===== config.mk =====
export PLATFORM = sky130hd
export DESIGN_NAME = spi_shifter
export DESIGN_NICKNAME = d
export VERILOG_FILES = /design/src/rtl/spi_pkg.sv /design/src/rtl/spi_clk_div.sv /design/src/rtl/spi_shifter.sv
export SDC_FILE = /design/constraint.sdc
export NUM_CORES = 1
export LEC_CHECK = 0
export CAP_MARGIN = 20
export CORE_AREA = 2 2 60 50
export CTS_CLUSTER_SIZE = 20
export DETAILED_ROUTE_END_ITERATION = 8
export DIE_AREA = 0 0 62 52
export HOLD_SLACK_MARGIN = 0.03
export PLACE_DENSITY = 0.74
export SETUP_SLACK_MARGIN = 0.1
export SYNTH_ARGS = -nofsm -noshare
export SYNTH_HDL_FRONTEND = slang
export SYNTH_SLANG_ARGS = --single-unit

===== constraint.sdc =====
create_clock -name PCLK -period 1.8 [get_ports PCLK]
set_input_delay 0.36 -clock PCLK [delete_from_list [all_inputs] [get_ports PCLK]]
set_output_delay 0.36 -clock PCLK [all_outputs]
set_load 0.005 [all_outputs]

===== src/rtl/spi_pkg.sv =====
// -----------------------------------------------------------------------------
// spi_pkg
// Shared declarations for the SPI peripheral: the shift-engine state encoding,
// default frame/divider sizes used by the TX FIFO, register block and shifter,
// and a helper that sizes the SCLK divider counter.
// No ports (package).
// -----------------------------------------------------------------------------
package spi_pkg;

   typedef enum logic [1:0] {
      IDLE  = 2'd0,
      LOAD  = 2'd1,
      SHIFT = 2'd2,
      DONE  = 2'd3
   } spi_state_t;

   // Defaults shared across the peripheral.
   localparam int SPI_DATA_WIDTH = 8;
   localparam int SPI_CLK_DIV    = 2;

   // Divider counter width: $clog2(CLK_DIV), never narrower than one bit.
   function automatic int div_width(input int clk_div);
      return (clk_div > 1) ? $clog2(clk_div) : 1;
   endfunction

endpackage


===== src/rtl/spi_clk_div.sv =====
// -----------------------------------------------------------------------------
// spi_clk_div
// SCLK generator for the SPI shift engine. While run is high the divider counts
// 0..CLK_DIV-1 and SCLK toggles on each terminal count, giving a 50% duty SCLK
// of period 2*CLK_DIV PCLK cycles that starts low. While run is low the divider
// and SCLK are held cleared.
//
// Ports:
//   PCLK      in   peripheral clock
//   PRESET    in   synchronous active-high reset
//   run       in   enable counting (high only while the shifter is in SHIFT)
//   SCLK      out  registered SPI clock
//   rise_tick out  one-cycle pulse: SCLK goes high at the next PCLK edge
//   fall_tick out  one-cycle pulse: SCLK goes low at the next PCLK edge
// -----------------------------------------------------------------------------
module spi_clk_div
   import spi_pkg::*;
#(
   parameter int CLK_DIV = SPI_CLK_DIV
) (
   input  logic PCLK,
   input  logic PRESET,
   input  logic run,
   output logic SCLK,
   output logic rise_tick,
   output logic fall_tick
);

   localparam int               DIV_W    = div_width(CLK_DIV);
   localparam logic [DIV_W-1:0] DIV_LAST = DIV_W'(CLK_DIV - 1);

   logic [DIV_W-1:0] div_q, div_d;
   logic             sclk_q, sclk_d;
   logic             tick;

   always_comb begin
      tick   = run && (div_q == DIV_LAST);
      div_d  = div_q;
      sclk_d = sclk_q;
      if (!run) begin
         div_d  = '0;
         sclk_d = 1'b0;
      end else if (tick) begin
         div_d  = '0;
         sclk_d = ~sclk_q;
      end else begin
         div_d  = div_q + 1'b1;
      end
   end

   always_ff @(posedge PCLK) begin
      if (PRESET) begin
         div_q  <= '0;
         sclk_q <= 1'b0;
      end else begin
         div_q  <= div_d;
         sclk_q <= sclk_d;
      end
   end

   // Ticks announce the toggle that happens at the coming edge.
   assign rise_tick = tick && !sclk_q;
   assign fall_tick = tick &&  sclk_q;
   assign SCLK      = sclk_q;

endmodule


===== src/rtl/spi_shifter.sv =====
// -----------------------------------------------------------------------------
// spi_shifter
// SPI mode-0 master shift engine fed by the TX FIFO. Pops one word when data is
// available and ENABLE is high, shifts it out MSB-first on MOSI while capturing
// MISO, and presents the received word on RX_DATA with a one-cycle RX_VALID.
//
// Build option: SPI_LOOPBACK_EN -- when defined, the receive bit is taken from
// the outgoing MOSI bit instead of the MISO port (MISO is ignored), so RX_DATA
// equals the transmitted word. The port list is the same in both builds.
//
// Ports:
//   PCLK      in   peripheral clock
//   PRESET    in   synchronous active-high reset
//   ENABLE    in   permits a new frame to start (looked at only in IDLE)
//   TX_EMPTY  in   TX FIFO empty flag
//   TX_DATA   in   FIFO read data, valid the cycle after TX_POP
//   TX_POP    out  one-cycle FIFO read strobe
//   RX_DATA   out  last received word, held until the next frame completes
//   RX_VALID  out  one-cycle pulse when RX_DATA updates
//   BUSY      out  high whenever the FSM is not in IDLE
//   SCLK      out  SPI clock, idles low
//   MOSI      out  serial data out
//   MISO      in   serial data in
//   CS_N      out  active-low chip select
//
// Handshake: TX_POP is a single-cycle strobe issued only after TX_EMPTY was
// seen low; the word is taken from TX_DATA in the following (LOAD) cycle.
// RX_VALID is a single-cycle strobe with no back-pressure; RX_DATA stays
// stable until the next RX_VALID.
// -----------------------------------------------------------------------------
module spi_shifter
   import spi_pkg::*;
#(
   parameter int DATA_WIDTH = SPI_DATA_WIDTH,
   parameter int CLK_DIV    = SPI_CLK_DIV
) (
   input  logic                  PCLK,
   input  logic                  PRESET,
   input  logic                  ENABLE,
   input  logic                  TX_EMPTY,
   input  logic [DATA_WIDTH-1:0] TX_DATA,
   output logic                  TX_POP,
   output logic [DATA_WIDTH-1:0] RX_DATA,
   output logic                  RX_VALID,
   output logic                  BUSY,
   output logic                  SCLK,
   output logic                  MOSI,
   input  logic                  MISO,
   output logic                  CS_N
);

   localparam int               CNT_W    = $clog2(DATA_WIDTH + 1);
   localparam logic [CNT_W-1:0] CNT_LAST = CNT_W'(DATA_WIDTH - 1);

   spi_state_t            state_q, state_d;
   logic [DATA_WIDTH-1:0] sr_q, sr_d;
   logic [DATA_WIDTH-1:0] rx_data_q, rx_data_d;
   logic [CNT_W-1:0]      bit_cnt_q, bit_cnt_d;
   logic                  rx_bit_q, rx_bit_d;
   logic                  tx_pop_q, tx_pop_d;
   logic                  rx_valid_q, rx_valid_d;
   logic                  busy_q, busy_d;
   logic                  cs_n_q, cs_n_d;

   logic                  div_run;
   logic                  rise_tick;
   logic                  fall_tick;
   logic                  rx_src;

   assign div_run = (state_q == SHIFT);

   spi_clk_div #(
      .CLK_DIV (CLK_DIV)
   ) u_clk_div (
      .PCLK      (PCLK),
      .PRESET    (PRESET),
      .run       (div_run),
      .SCLK      (SCLK),
      .rise_tick (rise_tick),
      .fall_tick (fall_tick)
   );

`ifdef SPI_LOOPBACK_EN
   logic unused_miso;
   assign unused_miso = MISO;
   assign rx_src      = sr_q[DATA_WIDTH-1];
`else
   assign rx_src      = MISO;
`endif

   always_comb begin
      state_d    = state_q;
      sr_d       = sr_q;
      rx_data_d  = rx_data_q;
      bit_cnt_d  = bit_cnt_q;
      rx_bit_d   = rx_bit_q;
      tx_pop_d   = 1'b0;
      rx_valid_d = 1'b0;

      case (state_q)
         IDLE: begin
            // The pop strobe is registered, so the strobe cycle itself is
            // spent in IDLE; LOAD follows once the FIFO has seen it.
            if (tx_pop_q) begin
               state_d = LOAD;
            end else if (ENABLE && !TX_EMPTY) begin
               tx_pop_d = 1'b1;
            end
         end
         LOAD: begin
            sr_d      = TX_DATA;
            bit_cnt_d = '0;
            state_d   = SHIFT;
         end
         SHIFT: begin
            if (rise_tick) begin
               rx_bit_d = rx_src;
            end
            if (fall_tick) begin
               sr_d      = {sr_q[DATA_WIDTH-2:0], rx_bit_q};
               bit_cnt_d = bit_cnt_q + 1'b1;
               if (bit_cnt_q == CNT_LAST) begin
                  // Publish on the same edge DONE is entered so RX_DATA and
                  // RX_VALID line up in the DONE cycle.
                  rx_data_d  = sr_d;
                  rx_valid_d = 1'b1;
                  state_d    = DONE;
               end
            end
         end
         DONE: begin
            state_d = IDLE;
         end
         default: begin
            state_d = IDLE;
         end
      endcase

      busy_d = (state_d != IDLE);
      // Chip select drops together with the pop strobe, so between frames it
      // is high only for the DONE cycle and one arbitration cycle in IDLE.
      cs_n_d = !(tx_pop_d || (state_d == LOAD) || (state_d == SHIFT));
   end

   always_ff @(posedge PCLK) begin
      if (PRESET) begin
         state_q    <= IDLE;
         sr_q       <= '0;
         rx_data_q  <= '0;
         bit_cnt_q  <= '0;
         rx_bit_q   <= 1'b0;
         tx_pop_q   <= 1'b0;
         rx_valid_q <= 1'b0;
         busy_q     <= 1'b0;
         cs_n_q     <= 1'b1;
      end else begin
         state_q    <= state_d;
         sr_q       <= sr_d;
         rx_data_q  <= rx_data_d;
         bit_cnt_q  <= bit_cnt_d;
         rx_bit_q   <= rx_bit_d;
         tx_pop_q   <= tx_pop_d;
         rx_valid_q <= rx_valid_d;
         busy_q     <= busy_d;
         cs_n_q     <= cs_n_d;
      end
   end

   // MOSI is the shift register MSB, which only changes at the end of LOAD
   // and on falling SCLK toggles.
   assign MOSI     = sr_q[DATA_WIDTH-1];
   assign TX_POP   = tx_pop_q;
   assign RX_DATA  = rx_data_q;
   assign RX_VALID = rx_valid_q;
   assign BUSY     = busy_q;
   assign CS_N     = cs_n_q;

endmodule


## Word-level counts from Yosys, hierarchy flattened

Cells that the tools add are included.

- Flip-flop bits (word level): 29
- Input bits: 13
- Output and inout bits: 14
- Logic and storage cells: 53

- Add/subtract/negate cells: 2
- Equal/unequal tests: 7
- Multiplexer cells: 12
- Bitwise operators: 3
- Reduce and logical (&&, ||, !) cells: 18

Operators by type and width:

| kind | number |
|---|---|
| 8-bit case mux with 2 select lines | 1 |
| 8-bit two-way mux | 1 |
| 2-bit case mux with 4 select lines | 1 |
| 4-bit case mux with 2 select lines | 1 |
| 2-bit equality test (second input constant) | 3 |
| 2-bit two-way mux | 3 |
| 3-bit OR reduction | 2 |
| 4-bit by 1-bit adder with 4-bit output (second input constant) | 1 |
| 2-bit by 1-bit equality test with 1-bit output (second input constant) | 2 |
| 4-bit by 3-bit equality test with 1-bit output (second input constant) | 1 |
| 1-bit logical AND | 4 |
| 1-bit two-way mux | 4 |
| 4-bit two-way mux | 1 |
| 2-bit AND reduction | 2 |
| 2-bit nonzero test | 2 |
| 1-bit logical NOT | 3 |
| 1-bit inverter | 3 |
| 3-bit AND reduction | 1 |
| 2-bit logical NOT | 1 |
| 1-bit logical OR | 2 |
| 2-bit inequality test (second input constant) | 1 |
| 2-bit OR reduction | 1 |
| 1-bit adder (second input constant) | 1 |

## Depth between registers and ports, before layout

- Word-level depth: 9
- Depth in mapped cells: 8
- Gate-level depth less buffers: 6

## By module

Synthesis repeated with hierarchy kept, for this count alone.

- Cell total of the unflattened synthesis: 125
- Area, all modules: 1,236.2 sq um

Modules (own cells, without submodules):

| module | instances | cells each | area an instance (sq um) | seq. area each (sq um) |
|---|---|---|---|---|
| spi_shifter | 1 | 116 | 1,158.6 | 540.5 |
| spi_clk_div | 1 | 9 | 77.6 | 40.0 |

## Least setup slack after synthesis

OpenSTA, ideal clock, no wires.

- Path type: reg2reg
- Start: reg state_q[0]
- End: reg cs_n_q (netlist: CS_N)
- Setup time: 130 ps
- Arrival time: 1,315 ps
- Required time: 1,670 ps
- Slack: 354 ps
- Stages on the path, launching flop included: 9
- Path buffers: 2
- Period minus slack after synthesis: 1,446 ps
- Cell sequence: dfxtp_1 > inv_1 > ha_1 > buf_2 > buf_4 > nor2_1 > o22a_2 > xor2_1 > a21oi_1

- Word-level cells in the longest chain between the ends: 9
- Elaborated cells on any way between the ends: 16
- Classes of those cells: eq/ne (5); mux (5); reduce/logical (6)

RTL lines:

| element | line | text |
|---|---|---|
| start: declaration | spi_shifter.sv:55 | `spi_state_t state_q, state_d;` |
| start signal: assignment | spi_shifter.sv:157 | `state_q <= state_d;` |
| 2-bit equality test | spi_shifter.sv:70, spi_shifter.sv:100 |  |
| 1-bit logical AND | spi_clk_div.sv:37 | `tick = run && (div_q == DIV_LAST);` |
| 1-bit logical AND | spi_clk_div.sv:63 | `assign fall_tick = tick && sclk_q;` |
| 2-bit two-way mux | spi_shifter.sv:119 | `if (fall_tick) begin` |
| 2-bit case mux with 4 select lines | spi_shifter.sv:100 | `case (state_q)` |
| 2-bit by 1-bit equality test with 1-bit output | spi_shifter.sv:142 | `cs_n_d = !(tx_pop_d \|\| (state_d == LOAD) \|\| (state_d == SHIFT));` |
| 1-bit logical OR | spi_shifter.sv:142 |  |
| 1-bit logical OR * | spi_shifter.sv:142 |  |
| 1-bit logical NOT * | spi_shifter.sv:142 |  |
| end signal: assignment | spi_shifter.sv:165 | `cs_n_q <= cs_n_d;` |
| end: declaration | spi_shifter.sv:63 | `logic cs_n_q, cs_n_d;` |

Every way passes the cells marked *; elsewhere a longest branch is shown, timed or not.
A chain may end at the register's enable or synchronous reset.

## Worst setup path after layout

- Start: reg tx_pop_q (netlist: TX_POP)
- End: out TX_POP

RTL lines:

| element | line | text |
|---|---|---|
| start: declaration | spi_shifter.sv:60 | `logic tx_pop_q, tx_pop_d;` |
| start signal: assignment | spi_shifter.sv:162 | `tx_pop_q <= tx_pop_d;` |
| end: declaration | spi_shifter.sv:42 | `output logic TX_POP,` |

No word-level cell between the ends.

==> results.sh <==
export IMPL_status="complete, no violations"
export IMPL_ant_nets=0
export IMPL_grt_pass1_vias=954
export IMPL_hold_viol=0
export IMPL_yosysMostFrequentCell="dfxtp_1"
export IMPL_hp_class="reg -> reg"
export IMPL_power_mw=1.29
export IMPL_critPathCaptureType="primary output"
export IMPL_cts_made_buffers=5
export IMPL_synth_edf_count=0
export IMPL_slew_viol_final=0
export IMPL_synth_cell_types=28
export IMPL_path_class="reg -> out"
export IMPL_worst_pin_slew_ns=0.347
export IMPL_slew_headroom_pct=76.6
export IMPL_setup_viol=0
export IMPL_cts_max_level=2
export IMPL_num_antenna_cells=0
export IMPL_cp_slowest_cell="clkdlybuf4s50_1"
export IMPL_dpl_cell_count=187
export IMPL_hpwl_um=1840
export IMPL_port_buffers=26
export IMPL_path_depth=1
export IMPL_final_min_clock_period_ns=1.60
export IMPL_antenna_found_initial=0
export IMPL_endpoint="TX_POP"
export IMPL_fmax_ghz=0.625
export IMPL_die_width_um=62
export IMPL_grt_pass1_wl_um=4220
export IMPL_critPathLaunch="TX_POP$_SDFF_PP0_"
export IMPL_vias=945
export IMPL_async_reset_ff_share_pct=0
export IMPL_wl_um=2440
export IMPL_crit_path_cell_trace="clkdlybuf4s50_1"
export IMPL_synth_commonest_cells="dfxtp_1, nor2_1, mux2i_1, a211oi_1, a21oi_1"
export IMPL_clock_path_buffers=2
export IMPL_postSynthCellCount=125
export IMPL_rows=17
export IMPL_regToRegStartpoint="state_q[0]$_SDFF_PP0_"
export IMPL_io_pins=27
export IMPL_cp_required_ns=1.44
export IMPL_syn_avg_cell_area_um2=9.64
export IMPL_place_area_um2=1510
export IMPL_die_h_um=52
export IMPL_ys_seq_area_share_pct=48.2
export IMPL_cts_hold_buf=0
export IMPL_start_util_pct=45.3
export IMPL_drt_iter0_drc=26
export IMPL_synth_area_top_cells="dfxtp_1, mux2i_1, nor2_1"
export IMPL_drv_cap=0
export IMPL_final_nets=173
export IMPL_worst_r2r_setup_slack_ns=0.26
export IMPL_clkLatencyLatePin_ns=0.33
export IMPL_synth_top_cell_by_area="dfxtp_1"
export IMPL_synth_flop_cell="dfxtp_1"
export IMPL_power_leakage_nw=0.559
export IMPL_peakVddDrop_uv=496
export IMPL_grt_max_degree=17
export IMPL_wl_per_cell_um=12.6
export IMPL_route_detailed_drc=0
export IMPL_worst_path_buf_inv=1
export IMPL_crit_arrival_ns=1.24
export IMPL_yosysWarnings=0
export IMPL_routabilityCongestion=0.733
export IMPL_groute_usage_overall_pct=18.5
export IMPL_cts_tree="yes"
export IMPL_vias_per_cell=4.87
export IMPL_cts_root_buf="clkbuf_4"
export IMPL_fin_setup_tns_ns=0
export IMPL_layout_drive_gt1_share_pct=10.3
export IMPL_die_area_um2=3220
export IMPL_power_density_nw_per_um2=811
export IMPL_slowest_delay_ns=0.53
export IMPL_worstReg2RegEnd="RX_DATA[6]$_SDFFE_PP0P_"
export IMPL_ys_ff_latch=29
export IMPL_coreArea_um2=2660
export IMPL_dr_pass1_iters=4
export IMPL_critical_path_top_delay_family="buffers and inverters"
export IMPL_synth_top_area_share_pct=48.2
export IMPL_synth_nets=142
export IMPL_grt_overflow=0
export IMPL_cts_num_sinks=29
export IMPL_path_max_fanout=4
export IMPL_syn_cell_area_um2=1200
export IMPL_finish_instance_area_um2=1590
export IMPL_stdcell_count=194
export IMPL_rsz0062_at_grt="no"
export IMPL_syn2layout_area_growth_pct=32.0
export IMPL_utilization_pct=59.8
export IMPL_start_kind="register"
export IMPL_fin_crit_sh_pct=88.9
export IMPL_reg2reg_depth=6
export IMPL_finClkSkew_ns=0.00654
export IMPL_clk_pin_slew_ns=0.09
[report_power, final]
part	switching [mW]	leakage (nW)	internal, mW
clock network	0.220	0.0410	0.282
registers	0.0125	0.235	0.660
logic	0.0502	0.283	0.0644
total	0.283	0.559	1.01
[per-stage QoR]
stage	setup WS, ns	hold WS (ns)
global route	0.109	0.552
floorplan	0.354	0.456
detailed placement	0.238	0.486
finish	0.200	0.501
CTS	0.132	0.509
global placement	0.289	0.483
[cell usage in the layout, fill, tap and decap left out, drive strengths merged]
master / netlist / final
dfxtp: 29 / 29
a21oi: 5 / 5
clkdlybuf4s50: 0 / 26
o21ai: 1 / 1
nor4: 1 / 1
nor2b: 1 / 1
clkinv: 0 / 1
and3: 1 / 1
xnor2: 2 / 2
bufinv: 0 / 1
nand4b: 1 / 1
clkbuf: 2 / 5
a211oi: 8 / 8
a2bb2oi: 1 / 1
nor2: 28 / 28
a22oi: 1 / 1
nand2: 3 / 3
nor3: 3 / 3
nand3b: 1 / 1
inv: 4 / 4
nand2b: 3 / 3
buf: 4 / 4
o22a: 1 / 1
ha: 4 / 4
nand3: 2 / 2
mux2i: 17 / 17
xor2: 2 / 2
[routing by layer]
metal,share of wire (%),global-route usage (%)
met1,44,22.2
met5,0,0
met2,50,28.3
met4,1.3,5.32
met3,5.2,9.95
[cells by family after synthesis]
kind of cell | after synthesis | share of synthesized area [%]
simple gates | 44 | 17.1
mux | 17 | 14.1
xor+xnor | 4 | 2.91
flops | 29 | 48.2
compound gates | 17 | 9.66
fa+ha+maj | 4 | 4.15
buf+inv | 10 | 3.84
[worst min path at each step]
stage / startpoint / end / slack [ns] / cells past startpoint
final: RX_DATA[2]$_SDFFE_PP0P_ / RX_DATA[2]$_SDFFE_PP0P_ / 0.50 / 2
after global routing: RX_DATA[1]$_SDFFE_PP0P_ / RX_DATA[1]$_SDFFE_PP0P_ / 0.55 / 2
after CTS: RX_DATA[2]$_SDFFE_PP0P_ / RX_DATA[2]$_SDFFE_PP0P_ / 0.51 / 2
after detailed placement: RX_DATA[2]$_SDFFE_PP0P_ / RX_DATA[2]$_SDFFE_PP0P_ / 0.49 / 2
after global placement: RX_DATA[1]$_SDFFE_PP0P_ / RX_DATA[1]$_SDFFE_PP0P_ / 0.48 / 2
after floorplan: u_clk_div.div_q$_SDFF_PP0_ / u_clk_div.div_q$_SDFF_PP0_ / 0.46 / 1
[area by class of cell]
class | instances | area (um^2)
fill | 235 | 1070
timing repair buffer | 30 | 290
inverter | 4 | 15.0
sequential | 29 | 582
clock inverter | 2 | 35.0
tap | 38 | 47.5
clock buffer | 5 | 37.5
multi-input combinational | 86 | 583
[flip-flops by register name, summed over array words and instances, names as in the netlist]
signal           count
RX_DATA              8
sr_q                 8
bit_cnt_q            4
state_q              2
BUSY                 1
CS_N                 1
RX_VALID             1
TX_POP               1
rx_bit_q             1
u_clk_div.SCLK       1
u_clk_div.div_q      1
[what timing repair did]
item                                   4_1_cts  5_1_grt
resized for setup                            0        2
buffers inserted                             0        0
setup endpoints to repair                    0        6
endpoints found under the hold margin        0        0
Power figures use the tool's default switching activity.
